**src/rtl/tt_seq_pkg.sv**
```systemverilog
// Shared types for the truth-table vector sequencer: FSM state encoding and vector-count helper.
package tt_seq_pkg;

    typedef enum logic [2:0] {
        IDLE,
        DRIVE,
        WAIT,
        SAMPLE,
        DONE
    } tt_state_t;

    function automatic int n_vec(input int n_in);
        return 1 << n_in;
    endfunction

endpackage

```
**src/rtl/tt_settle_timer.sv**
```systemverilog
// Settle-time down-counter: load a start value, decrement to zero, flag when zero.
module tt_settle_timer #(
    parameter int W = 1
) (
    input  logic         clk,
    input  logic         rst_n,
    input  logic         load,
    input  logic         dec,
    input  logic [W-1:0] load_val,
    output logic         zero
);

    logic [W-1:0] count_q;
    logic [W-1:0] count_d;

    always_comb begin
        count_d = count_q;
        if (load) begin
            count_d = load_val;
        end else if (dec && (count_q != '0)) begin
            count_d = count_q - W'(1);
        end
    end

    always_ff @(posedge clk) begin
        if (!rst_n) begin
            count_q <= '0;
        end else begin
            count_q <= count_d;
        end
    end

    assign zero = (count_q == '0);

endmodule

```
**src/rtl/tt_vector_sequencer.sv**
```systemverilog
// Clocked self-checking truth-table sweep for small combinational gates.
// Optional feature macro: TT_FIRST_ERR_EN adds first_err/first_err_vld reporting.
module tt_vector_sequencer
    import tt_seq_pkg::*;
#(
    parameter int                    N_IN   = 2,
    parameter int                    SETTLE = 1,
    parameter logic [(2**N_IN)-1:0]  EXPECT = 4'b1110
) (
    input  logic                    clk,
    input  logic                    rst_n,
    input  logic                    start,
    output logic [N_IN-1:0]         vec,
    input  logic                    s,
    output logic                    busy,
    output logic                    done,
    output logic                    pass,
    output logic [(2**N_IN)-1:0]    truth_table,
    output logic [N_IN:0]           err_cnt
`ifdef TT_FIRST_ERR_EN
    ,
    output logic [N_IN-1:0]         first_err,
    output logic                    first_err_vld
`endif
);

    localparam int N_VEC = n_vec(N_IN);
    localparam int CW    = $clog2(SETTLE + 1);
    localparam logic [CW-1:0]   SETTLE_LD = CW'(SETTLE - 1);
    localparam logic [N_IN-1:0] IDX_LAST  = N_IN'(N_VEC - 1);

    tt_state_t          state_q, state_d;
    logic [N_IN-1:0]    idx_q, idx_d;
    logic [N_IN-1:0]    vec_q, vec_d;
    logic               busy_q, busy_d;
    logic               done_q, done_d;
    logic               pass_q, pass_d;
    logic [N_VEC-1:0]   table_q, table_d;
    logic [N_IN:0]      err_q, err_d;
    logic               timer_load, timer_dec, timer_zero;
`ifdef TT_FIRST_ERR_EN
    logic [N_IN-1:0]    ferr_q, ferr_d;
    logic               ferr_vld_q, ferr_vld_d;
`endif

    tt_settle_timer #(.W(CW)) u_timer (
        .clk      (clk),
        .rst_n    (rst_n),
        .load     (timer_load),
        .dec      (timer_dec),
        .load_val (SETTLE_LD),
        .zero     (timer_zero)
    );

    always_comb begin
        state_d    = state_q;
        idx_d      = idx_q;
        vec_d      = vec_q;
        busy_d     = busy_q;
        done_d     = 1'b0;
        pass_d     = pass_q;
        table_d    = table_q;
        err_d      = err_q;
        timer_load = 1'b0;
        timer_dec  = 1'b0;
`ifdef TT_FIRST_ERR_EN
        ferr_d     = ferr_q;
        ferr_vld_d = ferr_vld_q;
`endif
        case (state_q)
            IDLE: begin
                if (start) begin
                    state_d = DRIVE;
                    table_d = '0;
                    err_d   = '0;
                    pass_d  = 1'b0;
                    idx_d   = '0;
                    busy_d  = 1'b1;
`ifdef TT_FIRST_ERR_EN
                    ferr_d     = '0;
                    ferr_vld_d = 1'b0;
`endif
                end
            end
            DRIVE: begin
                vec_d      = idx_q;
                timer_load = 1'b1;
                state_d    = WAIT;
            end
            WAIT: begin
                if (timer_zero) begin
                    state_d = SAMPLE;
                end else begin
                    timer_dec = 1'b1;
                end
            end
            SAMPLE: begin
                // s is only trusted here; any X elsewhere never reaches the table
                table_d[idx_q] = s;
                if (s != EXPECT[idx_q]) begin
                    err_d = err_q + (N_IN+1)'(1);
`ifdef TT_FIRST_ERR_EN
                    if (!ferr_vld_q) begin
                        ferr_d     = idx_q;
                        ferr_vld_d = 1'b1;
                    end
`endif
                end
                if (idx_q == IDX_LAST) begin
                    state_d = DONE;
                    done_d  = 1'b1;
                    pass_d  = (err_d == '0);
                end else begin
                    idx_d   = idx_q + N_IN'(1);
                    state_d = DRIVE;
                end
            end
            DONE: begin
                state_d = IDLE;
                busy_d  = 1'b0;
                vec_d   = '0;
            end
            default: state_d = IDLE;
        endcase
    end

    always_ff @(posedge clk) begin
        if (!rst_n) begin
            state_q    <= IDLE;
            idx_q      <= '0;
            vec_q      <= '0;
            busy_q     <= 1'b0;
            done_q     <= 1'b0;
            pass_q     <= 1'b0;
            table_q    <= '0;
            err_q      <= '0;
`ifdef TT_FIRST_ERR_EN
            ferr_q     <= '0;
            ferr_vld_q <= 1'b0;
`endif
        end else begin
            state_q    <= state_d;
            idx_q      <= idx_d;
            vec_q      <= vec_d;
            busy_q     <= busy_d;
            done_q     <= done_d;
            pass_q     <= pass_d;
            table_q    <= table_d;
            err_q      <= err_d;
`ifdef TT_FIRST_ERR_EN
            ferr_q     <= ferr_d;
            ferr_vld_q <= ferr_vld_d;
`endif
        end
    end

    assign vec         = vec_q;
    assign busy        = busy_q;
    assign done        = done_q;
    assign pass        = pass_q;
    assign truth_table = table_q;
    assign err_cnt     = err_q;
`ifdef TT_FIRST_ERR_EN
    assign first_err     = ferr_q;
    assign first_err_vld = ferr_vld_q;
`endif

endmodule
```
**config.mk**
```make
export PLATFORM = sky130hd
export DESIGN_NAME = tt_vector_sequencer
export DESIGN_NICKNAME = d
export VERILOG_FILES = /design/src/rtl/tt_seq_pkg.sv /design/src/rtl/tt_settle_timer.sv /design/src/rtl/tt_vector_sequencer.sv
export SDC_FILE = /design/constraint.sdc
export NUM_CORES = 1
export LEC_CHECK = 0
export CAP_MARGIN = 20
export CORE_UTILIZATION = 50
export DETAILED_ROUTE_END_ITERATION = 16
export GPL_TIMING_DRIVEN = 0
export PLACE_DENSITY = 0.76
export SLEW_MARGIN = 20
export SYNTH_ARGS = -nofsm -noshare
export SYNTH_HDL_FRONTEND = slang
export SYNTH_HIERARCHICAL = 1
export SYNTH_SLANG_ARGS = --single-unit
```
**constraint.sdc**
```tcl
create_clock -name clk -period 2 [get_ports clk]
set_input_delay 0.4 -clock clk [delete_from_list [all_inputs] [get_ports clk]]
set_output_delay 0.4 -clock clk [all_outputs]
set_load 0.03 [all_outputs]
```
==> out/metrics.cfg <==
[synthesis]
yosysTopAreaCellShare_pct = 37.5
synthXorXnorAreaFrac_pct = 2.73
synth_seq_cells = 18
yosysTopAreaCell = dfxtp_1
ys.warnings.count = 6
synthCells = 116
ys_seq_area_share_pct = 37.5
synth_fa_ha_area_share_pct = 7.81
netlist_area_um2 = 961
yosys.area_share.simple_pct = 22.7
synth_top_family_by_area = simple AND/OR/NAND/NOR gates
synthMuxAreaShare_pct = 1.04
synth_compound_area_share_pct = 21.5
synth.distinct_cells = 34
avgSynthCellArea_um2 = 8.28
synth_top_cells_by_area = dfxtp_1, ha_1, nand2_1
synthesis.nets = 126

[worst_setup_path]
critPathMaxStageDelay_ns = 0.70
cp.required_ns = 1.60
path_max_fanout = 6
end_kind = output pin
crit_arrival_ns = 1.43
cp-start-kind = flop
critical_path.top_delay_family = buffers and inverters
critPathKind = reg2out
cpMaxStageDelayCell = clkdlybuf4s50_1
cp_cell_sequence = clkdlybuf4s50_1
path_buf_inv = 1

[drt]
antenna_left = 0
routed_wl_um = 2010
drtIter0Drc = 16
vias = 848
vias_per_cell = 5.30
dr.pass1.iters = 4
drc_errors = 0
post_drt_wl_per_cell_um = 12.5

[cts]
path_clk_slew_ns = 0.11
cts_setup_buffers = 0
cts_hold_buf = 0
cts_buffer_depth = 2
cts_tree = yes
cts_resized = 0
htree_levels = 1
clk_latency_ns = 0.31
cts_sinks = 18
root_buffer = clkbuf_4
numCtsBuffers = 3

[sta]
skew_ns = 0.00879
fin_ws_ns = 0.172
hold_viol_final = 0
setup-tns-final_ns = 0
rsz0062_at_grt = no
slew_viol_final = 0
setup_viol = 0
fin_crit_ns = 1.83
slew_headroom_pct = 66.7
worst_pin_slew_ns = 0.496
fin_crit_sh_pct = 91.4
fmax_mhz = 547

[global_routing]
grt_pass1_wl_um = 3310
grt_max_degree = 11
antenna_found_initial = 0
grtUsageTotal_pct = 21.9
grt.overflow.total = 0
grt_pass1_vias = 744

[power_and_ir_drop]
p_clk_share_pct = 29.4
p_leak_nw = 0.454
p_int_w = 0.000556
power_density_nw_per_um2 = 666
vdd.ir_drop.worst_v = 0.000490
power.switching_w = 0.000229
combPwrFrac_pct = 21.8
seqPwrFrac_pct = 48.8
swShare_pct = 29.2

[floorplan]
io_pins = 16
rows = 15
core_um2 = 1760
fp.dieW_um = 45.8
die_area_um2 = 2100
die_h_um = 45.8
start_util_pct = 54.5

[placed_design]
gp_congestion = 0.786
portBuffers = 15
dp_slack_ns = 0.0573
place_area_um2 = 1140
dpl.hpwl_um = 1390

[run_status]
status = finished, final reports clean

[cells_and_area]
syn_to_final_growth_pct = 22.7
antenna_cells = 0
final_util_pct = 66.8
fin_nets = 146
mostFrequentLayoutCells = dfxtp_1, clkdlybuf4s50_1, nand2_1
drive_gt1_share_pct = 8.89
finalInstanceArea_um2 = 1180
layout_commonest_cell = dfxtp_1

[job]
cap_viol_max_count = 0

[worst_hold_path]
hold_class = reg2reg

worst reg2reg max path, stage by stage, from the launching register on:
cell	delay, ns
dfxtp_1	0.44
inv_1	0.13
ha_1	0.25
xnor2_1	0.44
nor2_1	0.11
o311a_1	0.34
cell families after synthesis:
| kind of cell | Yosys count |
|---|---|
| other | 1 |
| DFF | 18 |
| adders and majority gates | 6 |
| xor gates and xnor gates | 3 |
| muxes | 1 |
| and+or+nand+nor | 42 |
| AOI/OAI and AO/OA | 30 |
| buffers and inverters | 15 |
cell usage after synthesis:
master,n
dfxtp_1,18
nand2_1,12
inv_1,10
nor2_1,8
o21ai_0,8
a21oi_1,7
ha_1,6
nand3_1,6
a31o_2,3
and3_1,3
clkbuf_1,3
nor2b_1,3
o22ai_1,3
a2bb2oi_1,2
and2_1,2
nand2b_1,2
o311a_1,2
xnor2_1,2
a21boi_0,1
a21o_1,1
a21oi_2,1
and3b_1,1
buf_2,1
buf_4,1
conb_1,1
mux2i_1,1
nand3b_1,1
nand4_1,1
nor4b_1,1
o22a_1,1
o41ai_2,1
or3b_4,1
or4_1,1
xor2_1,1
registers in the layout, summed over array words and instances, names as in the netlist:
name,cells
busy,1
done,1
err_cnt,3
idx_q,2
pass,1
state_q,3
truth_table,4
u_timer/count_q,1
vec,2
power by group through the flow:
stage / logic (W) / clock network (W) / registers (W)
5_1_grt: 0.000187 / 0.000249 / 0.000385
3_5_place_dp: 0.000167 / 0 / 0.000392
2_1_floorplan: 0.000119 / 0 / 0.000398
4_1_cts: 0.000169 / 0.000234 / 0.000383
3_3_place_gp: 0.000166 / 0 / 0.000391
6_report: 0.000171 / 0.000231 / 0.000383
routing by layer:
metal / vias to the layer above / GRT usage, % / share of wire (%)
met3: 5 / 2.38 / 2.6
met4: 0 / 10.6 / 1.9
met2: 15 / 34.4 / 44
met5: - / 0 / 0
met1: 385 / 29.4 / 51
li1: 443 / - / -
path summary, 6_finish.rpt:
path / startpoint / end / slack (ns) / depth (start not counted)
max reg2reg: idx_q[0]$_SDFFE_PN0P_ / err_cnt[0]$_SDFFE_PN0P_ / 0.18 / 5
min reg2reg: busy$_SDFFE_PN0P_ / busy$_SDFFE_PN0P_ / 0.45 / 2
max: err_cnt[2]$_SDFFE_PN0P_ / err_cnt[2] / 0.17 / 1
min: busy$_SDFFE_PN0P_ / busy$_SDFFE_PN0P_ / 0.45 / 2
stage by stage:
stage               power [W]  hold WS (ns)  instances
floorplan            0.000517         0.481        116
global placement     0.000557         0.430        156
detailed placement   0.000559         0.431        156
CTS                  0.000786         0.446        160
global route         0.000822         0.458        160
finish               0.000785         0.446        160
layout make-up:
| type | count | area, µm² |
|---|---|---|
| Buffer | 5 | 23.8 |
| Inverter | 10 | 37.5 |
| Multi-Input combinational cell | 83 | 539 |
| Sequential cell | 18 | 360 |
| Timing Repair Buffer | 15 | 150 |
| Tap cell | 25 | 31.3 |
| Clock buffer | 4 | 36.3 |
| Fill cell | 165 | 586 |
No activity file was read; power rests on OpenSTA's default activity.
==> RTL change: new RTL, config.mk and constraints unchanged <==
Add an input register stage for `start` and `s`, with the module's reset; this delays them by one clock.
--- a/src/rtl/tt_vector_sequencer.sv
+++ b/src/rtl/tt_vector_sequencer.sv
@@ -29,4 +29,17 @@
     localparam logic [CW-1:0]   SETTLE_LD = CW'(SETTLE - 1);
     localparam logic [N_IN-1:0] IDX_LAST  = N_IN'(N_VEC - 1);
+
+    logic start_q;
+    logic s_q;
+
+    always_ff @(posedge clk) begin
+        if (!rst_n) begin
+            start_q <= '0;
+            s_q     <= '0;
+        end else begin
+            start_q <= start;
+            s_q     <= s;
+        end
+    end
 
     tt_state_t          state_q, state_d;
@@ -70,5 +83,5 @@
         case (state_q)
             IDLE: begin
-                if (start) begin
+                if (start_q) begin
                     state_d = DRIVE;
                     table_d = '0;
@@ -97,6 +110,6 @@
             SAMPLE: begin
                 // s is only trusted here; any X elsewhere never reaches the table
-                table_d[idx_q] = s;
-                if (s != EXPECT[idx_q]) begin
+                table_d[idx_q] = s_q;
+                if (s_q != EXPECT[idx_q]) begin
                     err_d = err_q + (N_IN+1)'(1);
 `ifdef TT_FIRST_ERR_EN
Formal check against the unedited RTL: not equivalent (a bounded check fails within 4 cycles, from zero or initial values and one cycle with rst_n low).
==> RTL change against the original RTL <==
  * Setup slack gained 0.015 ns
  * Area after synthesis grew 4.7%
  * Utilization grew 0.34 points
  * Design area grew 2.7%
  * Critical path depth is the same
  * Wire length grew 3.2%
  * Combinational power shrank 40%
  * Power shrank 10%
  * Sequential cell count grew 2
  * Largest cell class unchanged
==> RTL change: results (changes against the original RTL) <==
Status = finished clean
Async set-or-reset flop fraction in the synthesized netlist = 0% (unchanged)
Initial antenna violation count = 0 (unchanged)
Critical Path AT = 1.41 ns (-0.02 ns)
Routability-driven placement congestion ratio = 0.7965 (+1.4%)
Root buffer cell = clkbuf_4
Clock Latency Late Sink = 0.29 ns (-0.02 ns)
HPWL Detailed = 1517 µm (+9.0%)
Met3 wire len = 81 µm (+56%)
M3 GR Usage = 6.923% (+4.5 points)
Vias in the first global route = 765 (+2.8%)
Global Route Usage Sum = 21.27% (-0.58 points)
Synth unique cells = 31 (-8.8%)
Max reg flops = 4 (unchanged)
Syn Inst Count = 122 (+5.2%)
Fraction of layout instances using a drive strength above 1 = 7.143% (-1.7 points)
TritonRoute pass-1 iters = 4 (unchanged)
Port bufs = 15 (unchanged)
Synthesized Nets = 132 (+4.8%)
H-tree depth = 1 (unchanged)
P_int = 520.1 µW (-6.4%)
Post-synth top cells = dfxtp_1, nand2_1, nor2_1, o21ai_0, inv_1
Setup Fix Bufs, Post-CTS = 0 (unchanged)
HP Class = flip-flop to flip-flop
CTS buffer count = 3 (unchanged)
Met2 usage = 36.11% (+1.7 points)
ANT cells = 0 (unchanged)
Synth top area cells = dfxtp_1, ha_1, nand2_1, o21ai_0, nor2_1
Highest Signal Layer = met4
Post-Route WL = 2071 µm (+3.2%)
Ys Warns = 6 (unchanged)
Crit path max-delay cell type = clkdlybuf4s50_1
Via count = 881 (+3.9%)
Clock Tree Buf Depth = 2 (unchanged)
Sum of routed wire segments on met1 = 962 µm (-6.1%)
Worst Skew = 0.003057 ns (-0.005734 ns)
CTS resizes = 0 (unchanged)
Pin count of the biggest net entering global routing = 11 (unchanged)
Slew HR = 63.95% (-2.8 points)
# placed instances = 162 (+3.8%)
Peak VDD IR = 0.0004858 V (-0.93%)
Routed length on met2 = 1012 µm (+14%)
CTS clk-pin slew, worst paths = 0.10 ns
WL/cell = 12.55 µm (about the same)
CP top delay family = buffers and inverters
Final nets = 152 (+4.1%)
Initial DRC count = 21 (+5)
Crit path largest cell delay = 0.70 ns (about the same)
Post-DP Area = 1187 µm² (+3.9%)
First-pass GRT wire length = 3263 µm (-1.5%)
Seq/Total Area, Yosys = 39.80% (+2.3 points)
Met1 Use GR = 26.12% (-3.2 points)
Max Fanout on Critical Path = 6 (unchanged)
Leak pwr = 0.0004721 µW (+4.1%)
[RTL change: power by group through the flow]
stage	registers, µW	clock network [µW]	logic, µW
3_3_place_gp	426	0	98.4
5_1_grt	419	204	113
3_5_place_dp	426	0	101
6_report	417	184	103
4_1_cts	417	191	102
2_1_floorplan	428	0	68.9
[RTL change: cell type report]
type                            count  area (µm²)
Clock buffer                        3       22.52
Multi-Input combinational cell     88       550.5
Fill cell                         167       591.8
Sequential cell                    20       400.4
Inverter                            8       30.03
Tap cell                           25       31.28
Timing Repair Buffer               15       150.1
Buffer                              6       25.02
[RTL change: logic make-up (layout without fill, tap and decap cells)]
family	count (synthesis)	count (layout)	share of synthesized area (%)
compound gates	31	31	20.77
xor+xnor	3	3	2.612
fa+ha+maj	6	6	7.462
buf+inv	14	32	5.472
flops	20	20	39.80
mux	1	1	0.9951
other cells	1	1	0.3728
simple gates	46	46	22.51
[RTL change: final timing paths]
path	start	end	slack [ns]	cells past startpoint
hold / removal	busy$_SDFFE_PN0P_	busy$_SDFFE_PN0P_	0.46	2
hold reg to reg	busy$_SDFFE_PN0P_	busy$_SDFFE_PN0P_	0.46	2
setup / recovery	err_cnt[2]$_SDFFE_PN0P_	err_cnt[2]	0.19	1
setup reg to reg	idx_q[0]$_SDFFE_PN0P_	err_cnt[0]$_SDFFE_PN0P_	0.21	5
[RTL change: worst min-delay path, delay by kind of cell (launching register included)]
kind                   cells  cell delay, ns
flip-flops                 1            0.33
AO/OA/AOI/OAI              1            0.06
buffers and inverters      1            0.05
[RTL change: metrics by stage]
step / worst slack (ns) / total power [µW]
2_1_floorplan: 0.4637 / 497.1
3_3_place_gp: 0.2693 / 524.1
3_5_place_dp: 0.2458 / 527.5
4_1_cts: 0.1821 / 710.9
5_1_grt: 0.09030 / 736.1
6_report: 0.1877 / 704.0
